File: config.mk
export PLATFORM = sky130hd
export DESIGN_NAME = redmule_mx_enc_arbiter
export DESIGN_NICKNAME = d
export VERILOG_FILES = /design/src/rtl/redmule_mx_enc_arbiter.sv
export SDC_FILE = /design/constraint.sdc
export NUM_CORES = 1
export LEC_CHECK = 0
export BUFFER_PORTS_ARGS = -buffer_cell sky130_fd_sc_hd__buf_2
export CAP_MARGIN = 20
export CORE_AREA = 3 3 359 361
export CTS_BUF_LIST = sky130_fd_sc_hd__clkbuf_8
export DETAILED_ROUTE_END_ITERATION = 10
export DIE_AREA = 0 0 362 364
export GPL_TIMING_DRIVEN = 0
export SYNTH_ARGS = -nofsm -noshare
export SYNTH_HDL_FRONTEND = slang
export SYNTH_SLANG_ARGS = --single-unit
File: constraint.sdc
create_clock -name clk_i -period 5.45 [get_ports clk_i]
set_clock_uncertainty 0.15 [all_clocks]
set_input_delay 0.2725 -clock clk_i [delete_from_list [all_inputs] [get_ports clk_i]]
set_output_delay 0.2725 -clock clk_i [all_outputs]
set_load 0.01 [all_outputs]
File: src/rtl/redmule_mx_enc_arbiter.sv
// -----------------------------------------------------------------------------
// redmule_mx_enc_arbiter
//
// Shares one redmule_mx_encoder between NUM_REQ FP16 producer streams.
// A requester is granted for a whole MX block (NUM_GROUPS beats), so blocks
// from different producers never interleave inside the encoder. Each granted
// block's owner id goes into a small tag FIFO. The encoder's value/exponent
// result is steered back to the owner at the FIFO head, so results return
// strictly in grant order.
//
// Ports
//   clk_i, rst_i          : clock (rising edge), synchronous active-high reset
//   req_valid_i/ready_o   : per-requester FP16 beat handshake
//   req_data_i            : requester r data at [r*NUM_LANES*BITW +: NUM_LANES*BITW]
//   enc_fp16_*            : beat stream towards the encoder
//   enc_val_*, enc_exp_*  : encoder value-block and shared-exponent streams
//   out_valid_o/ready_i   : per-requester result handshake
//   out_val_data_o        : result value block (shared bus)
//   out_exp_data_o        : result shared exponent (shared bus)
//   busy_o                : block in flight or results still owed
// -----------------------------------------------------------------------------
module redmule_mx_enc_arbiter #(
    parameter int unsigned NUM_REQ    = 2,
    parameter int unsigned NUM_LANES  = 8,
    parameter int unsigned BITW       = 16,
    parameter int unsigned DATA_W     = 256,
    parameter int unsigned NUM_GROUPS = DATA_W / 8 / NUM_LANES,
    parameter int unsigned TAG_DEPTH  = 2
) (
    input  logic                              clk_i,
    input  logic                              rst_i,

    input  logic [NUM_REQ-1:0]                req_valid_i,
    output logic [NUM_REQ-1:0]                req_ready_o,
    input  logic [NUM_REQ*NUM_LANES*BITW-1:0] req_data_i,

    output logic                              enc_fp16_valid_o,
    input  logic                              enc_fp16_ready_i,
    output logic [NUM_LANES*BITW-1:0]         enc_fp16_data_o,

    input  logic                              enc_val_valid_i,
    output logic                              enc_val_ready_o,
    input  logic [DATA_W-1:0]                 enc_val_data_i,

    input  logic                              enc_exp_valid_i,
    output logic                              enc_exp_ready_o,
    input  logic [7:0]                        enc_exp_data_i,

    output logic [NUM_REQ-1:0]                out_valid_o,
    input  logic [NUM_REQ-1:0]                out_ready_i,
    output logic [DATA_W-1:0]                 out_val_data_o,
    output logic [7:0]                        out_exp_data_o,

    output logic                              busy_o
);

    localparam int unsigned LANE_W = NUM_LANES * BITW;
    localparam int unsigned ID_W   = (NUM_REQ > 1) ? $clog2(NUM_REQ) : 1;
    localparam int unsigned CNT_W  = (NUM_GROUPS > 1) ? $clog2(NUM_GROUPS) : 1;
    localparam int unsigned PTR_W  = (TAG_DEPTH > 1) ? $clog2(TAG_DEPTH) : 1;
    localparam int unsigned TCNT_W = $clog2(TAG_DEPTH + 1);

    typedef enum logic {
        ARB,
        STREAM
    } state_e;

    state_e            state_q, state_d;
    logic [ID_W-1:0]   grant_q, grant_d;
    logic [ID_W-1:0]   rr_ptr_q, rr_ptr_d;
    logic [CNT_W-1:0]  beat_cnt_q, beat_cnt_d;

    logic [ID_W-1:0]   winner;
    logic [ID_W-1:0]   cand;
    logic              found;
    logic [ID_W-1:0]   grant_next;

    logic              beat_hs;
    logic              tag_push;
    logic              tag_pop;

    logic [ID_W-1:0]   tag_mem [TAG_DEPTH];
    logic [PTR_W-1:0]  wr_ptr_q, rd_ptr_q;
    logic [TCNT_W-1:0] tag_cnt_q;
    logic              tag_full;
    logic              tag_nonempty;
    logic [ID_W-1:0]   head;
    logic              res_v;

    logic [NUM_REQ-1:0][LANE_W-1:0] req_data_arr;

    function automatic logic [PTR_W-1:0] ptr_inc(input logic [PTR_W-1:0] p);
        return (p == PTR_W'(TAG_DEPTH - 1)) ? '0 : p + 1'b1;
    endfunction

    // -------------------------------------------------------------------------
    // Round-robin search: first valid requester at or above rr_ptr_q, wrapping.
    // -------------------------------------------------------------------------
    always_comb begin
        // NOTE: every combinational output gets a default before any branch;
        // a path that leaves a signal unassigned would infer a latch.
        winner = rr_ptr_q;
        cand   = rr_ptr_q;
        found  = 1'b0;
        for (int unsigned i = 0; i < NUM_REQ; i++) begin
            cand = ID_W'((32'(rr_ptr_q) + i) % NUM_REQ);
            if (!found && req_valid_i[cand]) begin
                winner = cand;
                found  = 1'b1;
            end
        end
    end

    assign grant_next = (grant_q == ID_W'(NUM_REQ - 1)) ? '0 : grant_q + 1'b1;

    // -------------------------------------------------------------------------
    // FSM next state and stream-side outputs.
    // -------------------------------------------------------------------------
    always_comb begin
        state_d          = state_q;
        grant_d          = grant_q;
        rr_ptr_d         = rr_ptr_q;
        beat_cnt_d       = beat_cnt_q;
        req_ready_o      = '0;
        enc_fp16_valid_o = 1'b0;
        beat_hs          = 1'b0;
        tag_push         = 1'b0;

        case (state_q)
            ARB: begin
                // Refusing to grant while the tag FIFO is full means a block
                // can always record its owner on its first beat.
                if (found && !tag_full) begin
                    grant_d    = winner;
                    beat_cnt_d = '0;
                    state_d    = STREAM;
                end
            end
            STREAM: begin
                // Locked to grant_q: other requesters wait even if the owner stalls.
                enc_fp16_valid_o     = req_valid_i[grant_q];
                req_ready_o[grant_q] = enc_fp16_ready_i;
                beat_hs              = req_valid_i[grant_q] & enc_fp16_ready_i;
                if (beat_hs) begin
                    tag_push = (beat_cnt_q == '0);
                    if (beat_cnt_q == CNT_W'(NUM_GROUPS - 1)) begin
                        rr_ptr_d   = grant_next;
                        beat_cnt_d = '0;
                        state_d    = ARB;
                    end else begin
                        beat_cnt_d = beat_cnt_q + 1'b1;
                    end
                end
            end
            default: state_d = ARB;
        endcase
    end

    // -------------------------------------------------------------------------
    // State registers and tag FIFO control.
    // -------------------------------------------------------------------------
    always_ff @(posedge clk_i) begin
        // NOTE: sequential state uses non-blocking assignments so every
        // register samples the pre-edge values of the others.
        if (rst_i) begin
            state_q    <= ARB;
            grant_q    <= '0;
            rr_ptr_q   <= '0;
            beat_cnt_q <= '0;
            wr_ptr_q   <= '0;
            rd_ptr_q   <= '0;
            tag_cnt_q  <= '0;
        end else begin
            state_q    <= state_d;
            grant_q    <= grant_d;
            rr_ptr_q   <= rr_ptr_d;
            beat_cnt_q <= beat_cnt_d;
            if (tag_push) begin
                wr_ptr_q <= ptr_inc(wr_ptr_q);
            end
            if (tag_pop) begin
                rd_ptr_q <= ptr_inc(rd_ptr_q);
            end
            case ({tag_push, tag_pop})
                2'b10:   tag_cnt_q <= tag_cnt_q + 1'b1;
                2'b01:   tag_cnt_q <= tag_cnt_q - 1'b1;
                default: tag_cnt_q <= tag_cnt_q;
            endcase
        end
    end

    // NOTE: the tag storage has no reset; an entry is only read while the
    // count says it holds a live tag, so stale contents are never observed.
    always_ff @(posedge clk_i) begin
        if (tag_push) begin
            tag_mem[wr_ptr_q] <= grant_q;
        end
    end

    assign tag_full     = (tag_cnt_q == TCNT_W'(TAG_DEPTH));
    assign tag_nonempty = (tag_cnt_q != '0);
    assign head         = tag_mem[rd_ptr_q];

    // -------------------------------------------------------------------------
    // Result routing: zero-latency steering to the owner of the oldest block.
    // Both encoder streams must be valid together for a result to be offered.
    // -------------------------------------------------------------------------
    assign res_v   = enc_val_valid_i & enc_exp_valid_i & tag_nonempty;
    assign tag_pop = res_v & out_ready_i[head];

    always_comb begin
        out_valid_o = '0;
        if (tag_nonempty) begin
            out_valid_o[head] = res_v;
        end
    end

    assign enc_val_ready_o = tag_nonempty & out_ready_i[head];
    assign enc_exp_ready_o = tag_nonempty & out_ready_i[head];

    assign out_val_data_o = enc_val_data_i;
    assign out_exp_data_o = enc_exp_data_i;

    // -------------------------------------------------------------------------
    // Input data mux: follows grant_q at all times, also while arbitrating.
    // -------------------------------------------------------------------------
    assign req_data_arr    = req_data_i;
    assign enc_fp16_data_o = req_data_arr[grant_q];

    assign busy_o = (state_q != ARB) | tag_nonempty;

endmodule

# Yosys cells after proc, flatten, opt, wreduce, memory -nomap -nowiden
# Memory sizes are Yosys's and may differ from the RTL's. A register that Yosys moved wholly into a read port is not among the register bits.
# Index checks and enable logic that the tools add are counted.
[classes] n_reduce_logical=12 add_sub_neg=7 order_cmp=6 mux=38 bitwise=9 n_eq_ne=6
[ops] operator="2-to-1 mux 128 bit" count=2
[ops] operator="2-to-1 mux 1 bit" count=26
[ops] operator="2-to-1 mux 2 bit" count=5
[ops] operator="< comparator 1 x 2 -> 1 bit, second input constant" count=4
[ops] operator="one-hot mux 2 bit (2 select lines)" count=2
[ops] operator="equality test 2 bit, second input constant" count=3
[ops] operator="bitwise AND 1 bit" count=5
[ops] operator="adder 1 bit, second input constant" count=4
[ops] operator="adder 2 x 1 -> 2 bit, second input constant" count=2
[ops] operator="bitwise AND 2 bit" count=2
[ops] operator="logical AND 1 bit" count=4
[ops] operator="AND reduction 2 bit" count=2
[ops] operator="nonzero test 2 bit" count=2
[ops] operator="AND reduction 3 bit" count=1
[ops] operator="demux 1 bit (select 1 bit)" count=2
[ops] operator="equality test 2 x 1 -> 1 bit, second input constant" count=1
[ops] operator="greater-or-equal comparator 1 bit, second input constant" count=2
[ops] operator="zero test 1 bit" count=2
[ops] operator="zero test 2 bit" count=1
[ops] operator="!= test 2 x 1 -> 1 bit, second input constant" count=1
[ops] operator="!= test 2 bit, second input constant" count=1
[ops] operator="one-hot mux 1 bit (2 select lines)" count=1
[ops] operator="subtractor 2 x 1 -> 2 bit, second input constant" count=1
[ops] operator="inverter 1 bit" count=1
[ops] operator="OR 1 bit" count=1
[totals] input_bits=529 output_inout_bits=400 mem_bits_rw=2 elab_cells=86 mem_count=1 ff_bits=9
[memory_table] name="tag_mem" words=2 word_bits=1 rd=1 rd_clocked_by_memory_dff=1 wr=1 line="82" rtl="logic [ID_W-1:0] tag_mem [TAG_DEPTH];"

# Depth between registers and ports, before layout
[logic_depth] ltp_word=9 mapped_depth=7 depth_no_buf=7

# Worst setup path after synthesis
# OpenSTA, ideal clock, no wires.
[synth_path] path_kind="reg-to-reg" startpoint="reg with a tool-made name" endpoint="reg tag_cnt_q[1]" setup_ns=0.071 arrival_ns=1.711 path_stages_with_launch=7 synth_period_minus_slack_ns=1.932 slack_ns=3.518 path_buffers=0 t_required_ns=5.229 path_cell_list="dfxtp_1 > mux2i_1 > mux2i_1 > nor2_1 > ha_1 > or3_1 > a21oi_1"
[synth_rtl] item="end signal, assigned" line="185" rtl="2'b10: tag_cnt_q <= tag_cnt_q + 1'b1;"
[synth_rtl] item="end signal, assigned" line="186" rtl="2'b01: tag_cnt_q <= tag_cnt_q - 1'b1;"
[synth_rtl] item="end signal, assigned" line="187" rtl="default: tag_cnt_q <= tag_cnt_q;"
[synth_rtl] item="end, declared" line="84" rtl="logic [TCNT_W-1:0] tag_cnt_q;"

# Final worst setup path
[layout_path] startpoint="reg grant_q" endpoint="out enc_fp16_data_o[40]"
[layout_between] elab_chain_len=2
[layout_lines] item="start, declared" line="69" rtl="logic [ID_W-1:0] grant_q, grant_d;"
[layout_lines] item="start signal, assigned" line="175" rtl="grant_q <= grant_d;"
[layout_lines] item="2-to-1 mux 128 bit (implied by the code) (2 in a row)" line="228" rtl="assign enc_fp16_data_o = req_data_arr[grant_q];"
[layout_lines] item="end, declared" line="39" rtl="output logic [NUM_LANES*BITW-1:0] enc_fp16_data_o,"
# Every way passes these cells. The select of a mux whose other input is x is not followed.

==> results.json <==
{
  "vias_per_cell": 2.18,
  "synthSimpleGateAreaFrac": 0.0292,
  "tns_ps": 0,
  "p_int_w": 0.000514,
  "synth-adder-area-share": 0.0116,
  "synth_compound_area_frac": 0.0195,
  "ctsResizeCount": 0,
  "grt_pass1_wl_um": 73300,
  "cts_max_level": 1,
  "cts_tree": "built",
  "postCtsSetupBuffers": 0,
  "remaining_drc_errors": 0,
  "period_needed_ps": 2800,
  "fin_crit_sh": 0.513,
  "fp.dieH_um": 364,
  "drive_gt1_frac": 0.942,
  "arrival_ps": 2370,
  "cap_violations": 0,
  "gp_congestion": 0.935,
  "worst_slew_pin_slew_ps": 685,
  "yosys.area.top_type": "buf_4",
  "combPwrFrac": 0.818,
  "ioPinCount": 929,
  "cts.path.max_buffers": 2,
  "synth_mux_area_frac": 0.361,
  "wl_um": 65100,
  "cts_sinks": 12,
  "netlist_instances": 475,
  "final_core_util": 0.0762,
  "worstSetupStartpointType": "flip-flop",
  "place_ws_ps": 2640,
  "antenna_found_initial": 66,
  "die_w_um": 362,
  "cp-end-kind": "output pin",
  "syn2layout_area_growth_pct": 133,
  "yosysTopAreaCellShare": 0.485,
  "cts_root_buffer": "clkbuf_8",
  "ys_types": 29,
  "clk_latency_ps": 240,
  "dp_hpwl_um": 62800,
  "synth_nets": 1007,
  "hp-class": "in -> reg",
  "p_leak_nw": 4.70,
  "cts_buffers": 3,
  "switching_share": 0.467,
  "synth_area_leaders": "buf_4 (49%), mux2_2 (35%), dfxtp_1 (4.9%)",
  "slew_headroom": 0.544,
  "ys.flop_type": "dfxtp_1",
  "path_clk_slew_ps": 50,
  "synth-edff-count": 2,
  "synth-seq-cells": 12,
  "regToRegSetupSlack_ps": 3210,
  "synthArstFlopShare": 0,
  "synth_top_family_by_area": "buffers and inverters",
  "routed-via-count": 6108,
  "ir_drop_v": 0.0000440,
  "fin_ws_ps": 2650,
  "placement_rows": 130,
  "outcome": "completed",
  "required_ps": 5030,
  "crit_type": "reg -> out",
  "final_hold_viol_count": 0,
  "drt_iter0_markers": 275,
  "grtUsageTotal": 0.0902,
  "cts_hold_buf": 0,
  "start_util": 0.0327,
  "drv_slew": 0,
  "clkPwrFrac": 0.084,
  "synth.avg_cell_area_um2": 8.66,
  "synth_xor_area_frac": 0.00638,
  "yosys_warnings": 0,
  "rsz0062_at_grt": "no",
  "portBuffers": 663,
  "crit_fanout": 10,
  "die-area_mm2": 0.132,
  "p_sw_w": 0.000450,
  "post_drt_wl_per_cell_um": 23.2,
  "power_frac_seq": 0.098,
  "finalSetupViolCount": 0,
  "grt_pass1_vias": 5764,
  "fmax_mhz": 358,
  "ys_seq_area_frac": 0.0632,
  "syn_area_mm2": 0.00412,
  "whs_ps": 290,
  "drt.antenna.violating_nets": 0,
  "core_region_area_mm2": 0.126,
  "power_density_mw_per_mm2": 101,
  "dr.pass1.iters": 4,
  "grt_remaining_overflow": 0,
  "fin_nets": 1675,
  "grt_max_degree": 11
}
-- cell usage after synthesis (3+ instances only) --
master	n
a21oi_1	6
and2_1	3
buf_2	14
buf_4	266
dfxtp_1	10
ha_1	3
inv_1	5
mux2_2	128
mux2i_1	3
nand2_1	3
nand3_1	3
nor2_1	8
-- cells in the final DEF (no fill, tap or decap), types with 2 or more instances in the layout --
cell and n:
a21oi_1 6, o21ai_0 2, nor2_1 8, and3_1 2, mux2i_1 3, nand3_1 3
inv_1 6, dfxtp_1 10, ha_1 3, xor2_1 2, nor2b_1 2, buf_2 677
edfxtp_1 2, buf_4 266, clkbuf_8 3, nand2_1 3, or3_1 2, diode_2 16
mux2_2 128, and2_1 3
-- sequential cells by signal (all words and copies together), names as in the netlist, named ones only --
signal / cells
rd_ptr_q: 1
rr_ptr_q: 1
grant_q: 1
beat_cnt_q: 2
tag_mem: 2
tag_cnt_q: 2
state_q: 1
wr_ptr_q: 1
-- critical path, stage by stage, from the launching register on --
cell and delay (ps):
dfxtp_1 340, buf_4 270, buf_2 410, buf_2 460, mux2_2 450, buf_2 180
-- power by group through the flow --
| stage | clock [W] | sequential, W | combinational [W] |
|---|---|---|---|
| after floorplan | 0 | 0.0000960 | 0.000351 |
| after global placement | 0 | 0.0000963 | 0.000830 |
| after detailed placement | 0 | 0.0000964 | 0.000832 |
| after CTS | 0.0000825 | 0.0000946 | 0.000836 |
| after global routing | 0.0000874 | 0.0000949 | 0.000867 |
| final | 0.0000809 | 0.0000946 | 0.000788 |
-- stage by stage --
step,cell area [µm²],cells,power (W)
final,9580,2808,0.000964
after global routing,9550,2795,0.00105
after CTS,9540,2792,0.00101
after detailed placement,9500,2788,0.000929
after global placement,9500,2788,0.000926
after floorplan,4120,475,0.000447
-- cell type report --
| type | instances | area, µm² |
|---|---|---|
| multi-input combinational | 176 | 1760 |
| antenna | 16 | 40.0 |
| buffer | 282 | 2080 |
| tap | 1650 | 2060 |
| fill | 14800 | 116000 |
| sequential | 12 | 260 |
| clock buffer | 3 | 41.3 |
| inverter | 5 | 18.8 |
| timing repair buffer | 663 | 3320 |
| clock inverter | 1 | 3.75 |
-- cells by family (layout without fill, tap and decap cells) --
group,Yosys count,after routing
fa+ha+maj,4,4
simple gates,24,24
compound gates,13,13
mux,132,132
other cells,0,16
flops,12,12
xor+xnor,3,3
buf+inv,287,954
-- metal layers --
metal,part of all wire,wire length (µm),up-vias,GRT usage
met1,0.28,18300,2760,0.0769
met5,0.0029,189,-,0
met4,0.013,872,28,0.00682
met3,0.20,12800,102,0.0772
met2,0.51,33000,550,0.165
li1,-,-,2668,-
-- final timing paths --
kind / from / end / cells past startpoint
setup / recovery: grant_q$_SDFFE_PP0P_ / enc_fp16_data_o[40] / 5
hold / removal: req_valid_i[0] / state_q$_SDFF_PP0_ / 3
setup reg to reg: flip-flop / tag_cnt_q[1]$_SDFFE_PP0P_ / 6
hold reg to reg: grant_q$_SDFFE_PP0P_ / tag_mem[0]$_DFFE_PP_ / 0
Note: power is estimated with default switching activity, not from simulation.
